===== src/rtl/sram_arbiter_if.sv =====
// Bus bundle between the SRAM arbiter, its two requesters (CPU, loader) and the SRAM pads.
// The arbiter uses the slave modport; the requester/pad side uses master.
interface sram_arbiter_if;
    logic        cpu_req;
    logic        cpu_we;
    logic [15:0] cpu_addr;
    logic [15:0] cpu_wdata;
    logic [15:0] cpu_rdata;
    logic        cpu_ack;

    logic        ldr_req;
    logic        ldr_we;
    logic [15:0] ldr_addr;
    logic [15:0] ldr_wdata;
    logic [15:0] ldr_rdata;
    logic        ldr_ack;

    logic [19:0] ADDR;
    logic        CE;
    logic        OE;
    logic        WE;
    logic        UB;
    logic        LB;
    logic [15:0] Data_to_SRAM;
    logic [15:0] Data_from_SRAM;

    logic        busy;
    logic        grant;

    modport slave (
        input  cpu_req, cpu_we, cpu_addr, cpu_wdata,
        input  ldr_req, ldr_we, ldr_addr, ldr_wdata,
        input  Data_from_SRAM,
        output cpu_rdata, cpu_ack, ldr_rdata, ldr_ack,
        output ADDR, CE, OE, WE, UB, LB, Data_to_SRAM,
        output busy, grant
    );

    modport master (
        output cpu_req, cpu_we, cpu_addr, cpu_wdata,
        output ldr_req, ldr_we, ldr_addr, ldr_wdata,
        output Data_from_SRAM,
        input  cpu_rdata, cpu_ack, ldr_rdata, ldr_ack,
        input  ADDR, CE, OE, WE, UB, LB, Data_to_SRAM,
        input  busy, grant
    );
endinterface


===== src/rtl/sram_arbiter.sv =====
// Round-robin arbiter sharing one asynchronous SRAM between a CPU port and a loader port.
// state  | meaning
// IDLE   | no transaction; arbitrate and capture the winner's request
// ACCESS | strobes active for WAIT_CYCLES cycles; read data sampled on the last one
// ACK    | strobes released, one-cycle ack to the owner, then back to IDLE
module sram_arbiter #(
    parameter int WAIT_CYCLES = 2
) (
    input  logic     Clk,
    input  logic     Reset,
    sram_arbiter_if.slave bus
);
    typedef enum logic [1:0] {IDLE, ACCESS, ACK} state_t;

    localparam logic [3:0] CNT_LOAD = 4'(WAIT_CYCLES - 1);

    state_t      state_q, state_d;
    logic [3:0]  cnt_q, cnt_d;
    logic        grant_q, grant_d;
    logic        last_q, last_d;
    logic        we_q, we_d;
    logic [15:0] addr_q, addr_d;
    logic [15:0] wdata_q, wdata_d;
    logic [15:0] cpu_rdata_q, cpu_rdata_d;
    logic [15:0] ldr_rdata_q, ldr_rdata_d;
    logic        pick_ldr;
    logic        in_access;

    // Loader wins when it is alone, or when both ask and the CPU was served last.
    assign pick_ldr = bus.ldr_req & (~bus.cpu_req | ~last_q);

    always_ff @(posedge Clk) begin
        if (!Reset) begin
            state_q     <= IDLE;
            cnt_q       <= '0;
            grant_q     <= 1'b0;
            last_q      <= 1'b1;
            we_q        <= 1'b0;
            addr_q      <= '0;
            wdata_q     <= '0;
            cpu_rdata_q <= '0;
            ldr_rdata_q <= '0;
        end else begin
            state_q     <= state_d;
            cnt_q       <= cnt_d;
            grant_q     <= grant_d;
            last_q      <= last_d;
            we_q        <= we_d;
            addr_q      <= addr_d;
            wdata_q     <= wdata_d;
            cpu_rdata_q <= cpu_rdata_d;
            ldr_rdata_q <= ldr_rdata_d;
        end
    end

    always_comb begin
        state_d     = state_q;
        cnt_d       = cnt_q;
        grant_d     = grant_q;
        last_d      = last_q;
        we_d        = we_q;
        addr_d      = addr_q;
        wdata_d     = wdata_q;
        cpu_rdata_d = cpu_rdata_q;
        ldr_rdata_d = ldr_rdata_q;
        case (state_q)
            IDLE: begin
                if (bus.cpu_req || bus.ldr_req) begin
                    grant_d = pick_ldr;
                    last_d  = pick_ldr;
                    we_d    = pick_ldr ? bus.ldr_we    : bus.cpu_we;
                    addr_d  = pick_ldr ? bus.ldr_addr  : bus.cpu_addr;
                    wdata_d = pick_ldr ? bus.ldr_wdata : bus.cpu_wdata;
                    cnt_d   = CNT_LOAD;
                    state_d = ACCESS;
                end
            end
            ACCESS: begin
                if (cnt_q == 4'd0) begin
                    state_d = ACK;
                    if (!we_q) begin
                        if (grant_q) ldr_rdata_d = bus.Data_from_SRAM;
                        else         cpu_rdata_d = bus.Data_from_SRAM;
                    end
                end else begin
                    cnt_d = cnt_q - 4'd1;
                end
            end
            ACK:     state_d = IDLE;
            default: state_d = IDLE;
        endcase
    end

    assign in_access = (state_q == ACCESS);

    assign bus.CE           = ~in_access;
    assign bus.UB           = ~in_access;
    assign bus.LB           = ~in_access;
    assign bus.OE           = ~(in_access & ~we_q);
    assign bus.WE           = ~(in_access & we_q);
    assign bus.ADDR         = {4'b0000, addr_q};
    assign bus.Data_to_SRAM = wdata_q;
    assign bus.busy         = (state_q != IDLE);
    assign bus.grant        = grant_q;
    assign bus.cpu_ack      = (state_q == ACK) & ~grant_q;
    assign bus.ldr_ack      = (state_q == ACK) & grant_q;
    assign bus.cpu_rdata    = cpu_rdata_q;
    assign bus.ldr_rdata    = ldr_rdata_q;
endmodule


===== src/flat_wrapper.sv =====
// flat-port wrapper written by rule: the top's interface ports become plain ports
module sram_arbiter_flat 
#(
    parameter int WAIT_CYCLES = 2
)
  (Clk, Reset, bus_cpu_req, bus_cpu_we, bus_cpu_addr, bus_cpu_wdata, bus_ldr_req, bus_ldr_we, bus_ldr_addr, bus_ldr_wdata, bus_Data_from_SRAM, bus_cpu_rdata, bus_cpu_ack, bus_ldr_rdata, bus_ldr_ack, bus_ADDR, bus_CE, bus_OE, bus_WE, bus_UB, bus_LB, bus_Data_to_SRAM, bus_busy, bus_grant);
  sram_arbiter_if bus_i ();
  input  logic Clk;
  input  logic Reset;
  input wire logic [$bits(bus_i.cpu_req)-1:0] bus_cpu_req;
  input wire logic [$bits(bus_i.cpu_we)-1:0] bus_cpu_we;
  input wire logic [$bits(bus_i.cpu_addr)-1:0] bus_cpu_addr;
  input wire logic [$bits(bus_i.cpu_wdata)-1:0] bus_cpu_wdata;
  input wire logic [$bits(bus_i.ldr_req)-1:0] bus_ldr_req;
  input wire logic [$bits(bus_i.ldr_we)-1:0] bus_ldr_we;
  input wire logic [$bits(bus_i.ldr_addr)-1:0] bus_ldr_addr;
  input wire logic [$bits(bus_i.ldr_wdata)-1:0] bus_ldr_wdata;
  input wire logic [$bits(bus_i.Data_from_SRAM)-1:0] bus_Data_from_SRAM;
  output wire logic [$bits(bus_i.cpu_rdata)-1:0] bus_cpu_rdata;
  output wire logic [$bits(bus_i.cpu_ack)-1:0] bus_cpu_ack;
  output wire logic [$bits(bus_i.ldr_rdata)-1:0] bus_ldr_rdata;
  output wire logic [$bits(bus_i.ldr_ack)-1:0] bus_ldr_ack;
  output wire logic [$bits(bus_i.ADDR)-1:0] bus_ADDR;
  output wire logic [$bits(bus_i.CE)-1:0] bus_CE;
  output wire logic [$bits(bus_i.OE)-1:0] bus_OE;
  output wire logic [$bits(bus_i.WE)-1:0] bus_WE;
  output wire logic [$bits(bus_i.UB)-1:0] bus_UB;
  output wire logic [$bits(bus_i.LB)-1:0] bus_LB;
  output wire logic [$bits(bus_i.Data_to_SRAM)-1:0] bus_Data_to_SRAM;
  output wire logic [$bits(bus_i.busy)-1:0] bus_busy;
  output wire logic [$bits(bus_i.grant)-1:0] bus_grant;
  assign bus_i.cpu_req = bus_cpu_req;
  assign bus_i.cpu_we = bus_cpu_we;
  assign bus_i.cpu_addr = bus_cpu_addr;
  assign bus_i.cpu_wdata = bus_cpu_wdata;
  assign bus_i.ldr_req = bus_ldr_req;
  assign bus_i.ldr_we = bus_ldr_we;
  assign bus_i.ldr_addr = bus_ldr_addr;
  assign bus_i.ldr_wdata = bus_ldr_wdata;
  assign bus_i.Data_from_SRAM = bus_Data_from_SRAM;
  assign bus_cpu_rdata = bus_i.cpu_rdata;
  assign bus_cpu_ack = bus_i.cpu_ack;
  assign bus_ldr_rdata = bus_i.ldr_rdata;
  assign bus_ldr_ack = bus_i.ldr_ack;
  assign bus_ADDR = bus_i.ADDR;
  assign bus_CE = bus_i.CE;
  assign bus_OE = bus_i.OE;
  assign bus_WE = bus_i.WE;
  assign bus_UB = bus_i.UB;
  assign bus_LB = bus_i.LB;
  assign bus_Data_to_SRAM = bus_i.Data_to_SRAM;
  assign bus_busy = bus_i.busy;
  assign bus_grant = bus_i.grant;
  sram_arbiter #(.WAIT_CYCLES(WAIT_CYCLES)) u_core (.Clk(Clk), .Reset(Reset), .bus(bus_i));
endmodule

===== config.mk =====
export PLATFORM = sky130hd
export DESIGN_NAME = sram_arbiter_flat
export DESIGN_NICKNAME = d
export VERILOG_FILES = /design/src/rtl/sram_arbiter_if.sv /design/src/rtl/sram_arbiter.sv /design/src/flat_wrapper.sv
export SDC_FILE = /design/constraint.sdc
export NUM_CORES = 1
export LEC_CHECK = 0
export ABC_AREA = 1
export BUFFER_PORTS_ARGS = -buffer_cell sky130_fd_sc_hd__buf_2
export CAP_MARGIN = 40
export CORE_UTILIZATION = 35
export CTS_BUF_LIST = sky130_fd_sc_hd__clkbuf_2 sky130_fd_sc_hd__clkbuf_4 sky130_fd_sc_hd__clkbuf_8
export CTS_CLUSTER_SIZE = 10
export DETAILED_ROUTE_END_ITERATION = 16
export GPL_TIMING_DRIVEN = 1
export SYNTH_ARGS = -nofsm -noshare
export SYNTH_HDL_FRONTEND = slang
export SYNTH_SLANG_ARGS = --single-unit

===== constraint.sdc =====
create_clock -name Clk -period 2.1 [get_ports Clk]
set_input_delay 0.63 -clock Clk [delete_from_list [all_inputs] [get_ports Clk]]
set_output_delay 0.63 -clock Clk [all_outputs]
set_load 0.05 [all_outputs]

==> results.toml <==
[cts]
cts_sinks = 73
cts_resized = 0
cts_max_level = 3
root_buffer = "clkbuf_8"
postCtsSetupRepairBufs = 0
cts_tree = "built"
clockBufferDepth = 2
path_clk_slew_ns = 0.08
cts_buffers = 9
cts_hold_buffers = 0
clkLatencyLatePin_ns = 0.33

[synth]
ys_seq_elements = 73
synth.distinct_cells = 27
netlist_area_um2 = 3115
postSynthAreaPerCell_um2 = 7.146
synth_cells = 436
yosysWarnings = 0
seq_area_frac_synth = 0.4691

[sta]
hold_violations = 0
finalSetupViolCount = 0
setup_tns_ns = 0
slew_violations = 0
timing.fmax_mhz = 524.0
rsz0062_at_grt = "false"
fin_crit_ns = 1.908
timing.final.crit_share = 0.9087
skew_ns = 0.008306

[worst_setup_path]
crit_type = "reg2out"
worst_ep_required_time_ns = 1.47
startpoint_type = "flip-flop"
worstPathArrival_ns = 1.28
r2r_end = "u_core.bus.cpu_rdata[11]"
r2r_cells = 8
end_kind = "primary output"
r2r-start = "u_core.cnt_q[0]"
path_max_fanout = 4
reg2reg_slack_ns = 0.35

[routing]
wl_per_cell_um = 11.57
drt_wl_total_um = 8089
dr.first_iter.drc_count = 74
via_per_inst = 4.587
ant_nets = 0
first_pass_iters = 4
drc = 0
routed-via-count = 3206

[grt]
use_met3 = 0.05292
grt_pass1_vias = 2743
grt-busiest-layer = "met2"
track_usage = 0.1738
antenna_found_initial = 0
grt_pass1_wl_um = 12450
grt_start_max_net_pins = 52
met2_usage = 0.2849
grtUsageMet1 = 0.2108
grt_overflow = 0

[worst_hold_path]
hold-path-cell-count = 2
hold-path-endpoint = "u_core.addr_q[5]"
hp-class = "reg2reg"
min_from = "u_core.addr_q[5]"

[final_layout]
areaGrowthSynthToFinish_pct = 34.66
drive_above_1_share = 0.3316
final_area_um2 = 4195
fill_cells = 920
final_nets = 674
diodes = 0

[floorplanning]
core_um2 = 8678
die_h_um = 96.35
io_pins = 163
rows = 34
initial_utilization = 0.3590
fp.dieW_um = 96.35
die_area_um2 = 9282

[placed_design]
dpl-instance-area_um2 = 3948
place.gp.congestion = 0.8083
port-buffer-count = 158
place_hpwl_um = 5847

[power_and_ir_drop]
ir_drop_uv = 334.2
powerDensity_nw_per_um2 = 1050
p_leak_nw = 2.177

[run]
maxCapViolCount = 0

[status]
outcome = "finished clean"
==> synth_stat cells, drive strengths merged <==
| master | number | area [um^2] |
|---|---|---|
| conb | 1 | 3.750 |
| ha | 2 | 25.02 |
| nor2 | 119 | 461.7 |
| dfxtp | 73 | 1461 |
| or2 | 3 | 18.77 |
| clkbuf | 4 | 15.01 |
| nand2 | 98 | 385.4 |
| o21ai | 51 | 259.0 |
| buf | 24 | 170.2 |
| o211ai | 13 | 97.59 |
| nand3 | 5 | 25.02 |
| clkinv | 1 | 5.000 |
| inv | 31 | 118.9 |
| nor3 | 5 | 36.29 |
| o22ai | 2 | 12.51 |
| a21oi | 4 | 20.02 |
==> cell families (layout without fill, tap and decap cells) <==
| family | after synthesis | in the layout | share of synthesized area |
|---|---|---|---|
| other | 1 | 4 | 0.001204 |
| AND/OR/NAND/NOR | 230 | 230 | 0.2976 |
| flip-flops | 73 | 73 | 0.4691 |
| AO/OA/AOI/OAI | 70 | 70 | 0.1249 |
| buffers and inverters | 60 | 212 | 0.09919 |
| adder cells (fa/ha/maj) | 2 | 2 | 0.008031 |
==> how the worst max path moves through the flow <==
stage                      start                       end  slack (ns)  cells after the start
4_1_cts        u_core.state_q[0]                    bus_LB        0.16                      4
3_3_place_gp     u_core.cnt_q[0]  u_core.bus.cpu_rdata[11]        0.35                      8
5_1_grt        u_core.state_q[0]                    bus_LB        0.12                      4
2_1_floorplan   u_core.bus.grant               bus_ldr_ack       -0.05                      2
3_5_place_dp     u_core.cnt_q[0]   u_core.bus.cpu_rdata[7]        0.33                      8
6_report       u_core.state_q[0]                    bus_LB        0.19                      4
==> stage by stage <==
step / hold slack [ns] / total power [mW] / util / setup WS [ns] / instances
floorplan: 0.4287 / 2.774 / - / -0.04882 / 439
global placement: 0.4344 / 3.094 / 0.4549 / 0.3513 / 683
detailed placement: 0.4368 / 3.107 / 0.4549 / 0.3331 / 683
CTS: 0.4527 / 4.463 / 0.4834 / 0.1602 / 699
global route: 0.4725 / 4.658 / 0.4834 / 0.1214 / 699
finish: 0.4526 / 4.406 / 0.4834 / 0.1916 / 699
==> power by group <==
group | total, mW | internal (mW) | switching [mW]
Sequential | 1.65 | 1.56 | 0.0936
Clock | 1.34 | 0.834 | 0.507
Combinational | 1.41 | 0.351 | 1.06
==> cell usage in the layout, fill, tap and decap left out, types with 4 or more instances in the layout <==
cell type,n
nand3_1,5
nand2_1,95
nor2_1,117
buf_4,4
o21ai_1,10
o211ai_1,13
inv_1,28
clkbuf_8,10
buf_2,158
dfxtp_1,73
a21oi_1,4
conb_1,4
o21ai_0,40
==> state kept, by name, indices dropped and copies added, names as in the netlist <==
signal	cells
u_core.addr_q	16
u_core.bus.Data_to_SRAM	16
u_core.bus.cpu_rdata	16
u_core.bus.grant	1
u_core.bus.ldr_rdata	16
u_core.cnt_q	4
u_core.last_q	1
u_core.state_q	2
u_core.we_q	1
==> metal layers <==
metal / up-vias / part of all wire
met2: 145 / 0.44
met4: 0 / 0.013
met3: 11 / 0.098
met5: - / 0
met1: 1401 / 0.45
li1: 1649 / -
==> critical path, cell delays in order (launching register included) <==
cell     delay [ns]
dfxtp_1        0.43
inv_2          0.07
nor2_4         0.14
inv_1          0.10
buf_2          0.22
==> area by class of cell <==
class,instances,area (um^2),area share
clock buffer,11,145.1,0.03460
inverter,32,123.9,0.02953
clock inverter,5,102.6,0.02446
sequential,73,1461,0.3483
tap,108,135.1,0.03221
multi-input combinational,306,1366,0.3257
timing repair buffer,164,860.8,0.2052
Power figures use the tool's default switching activity.
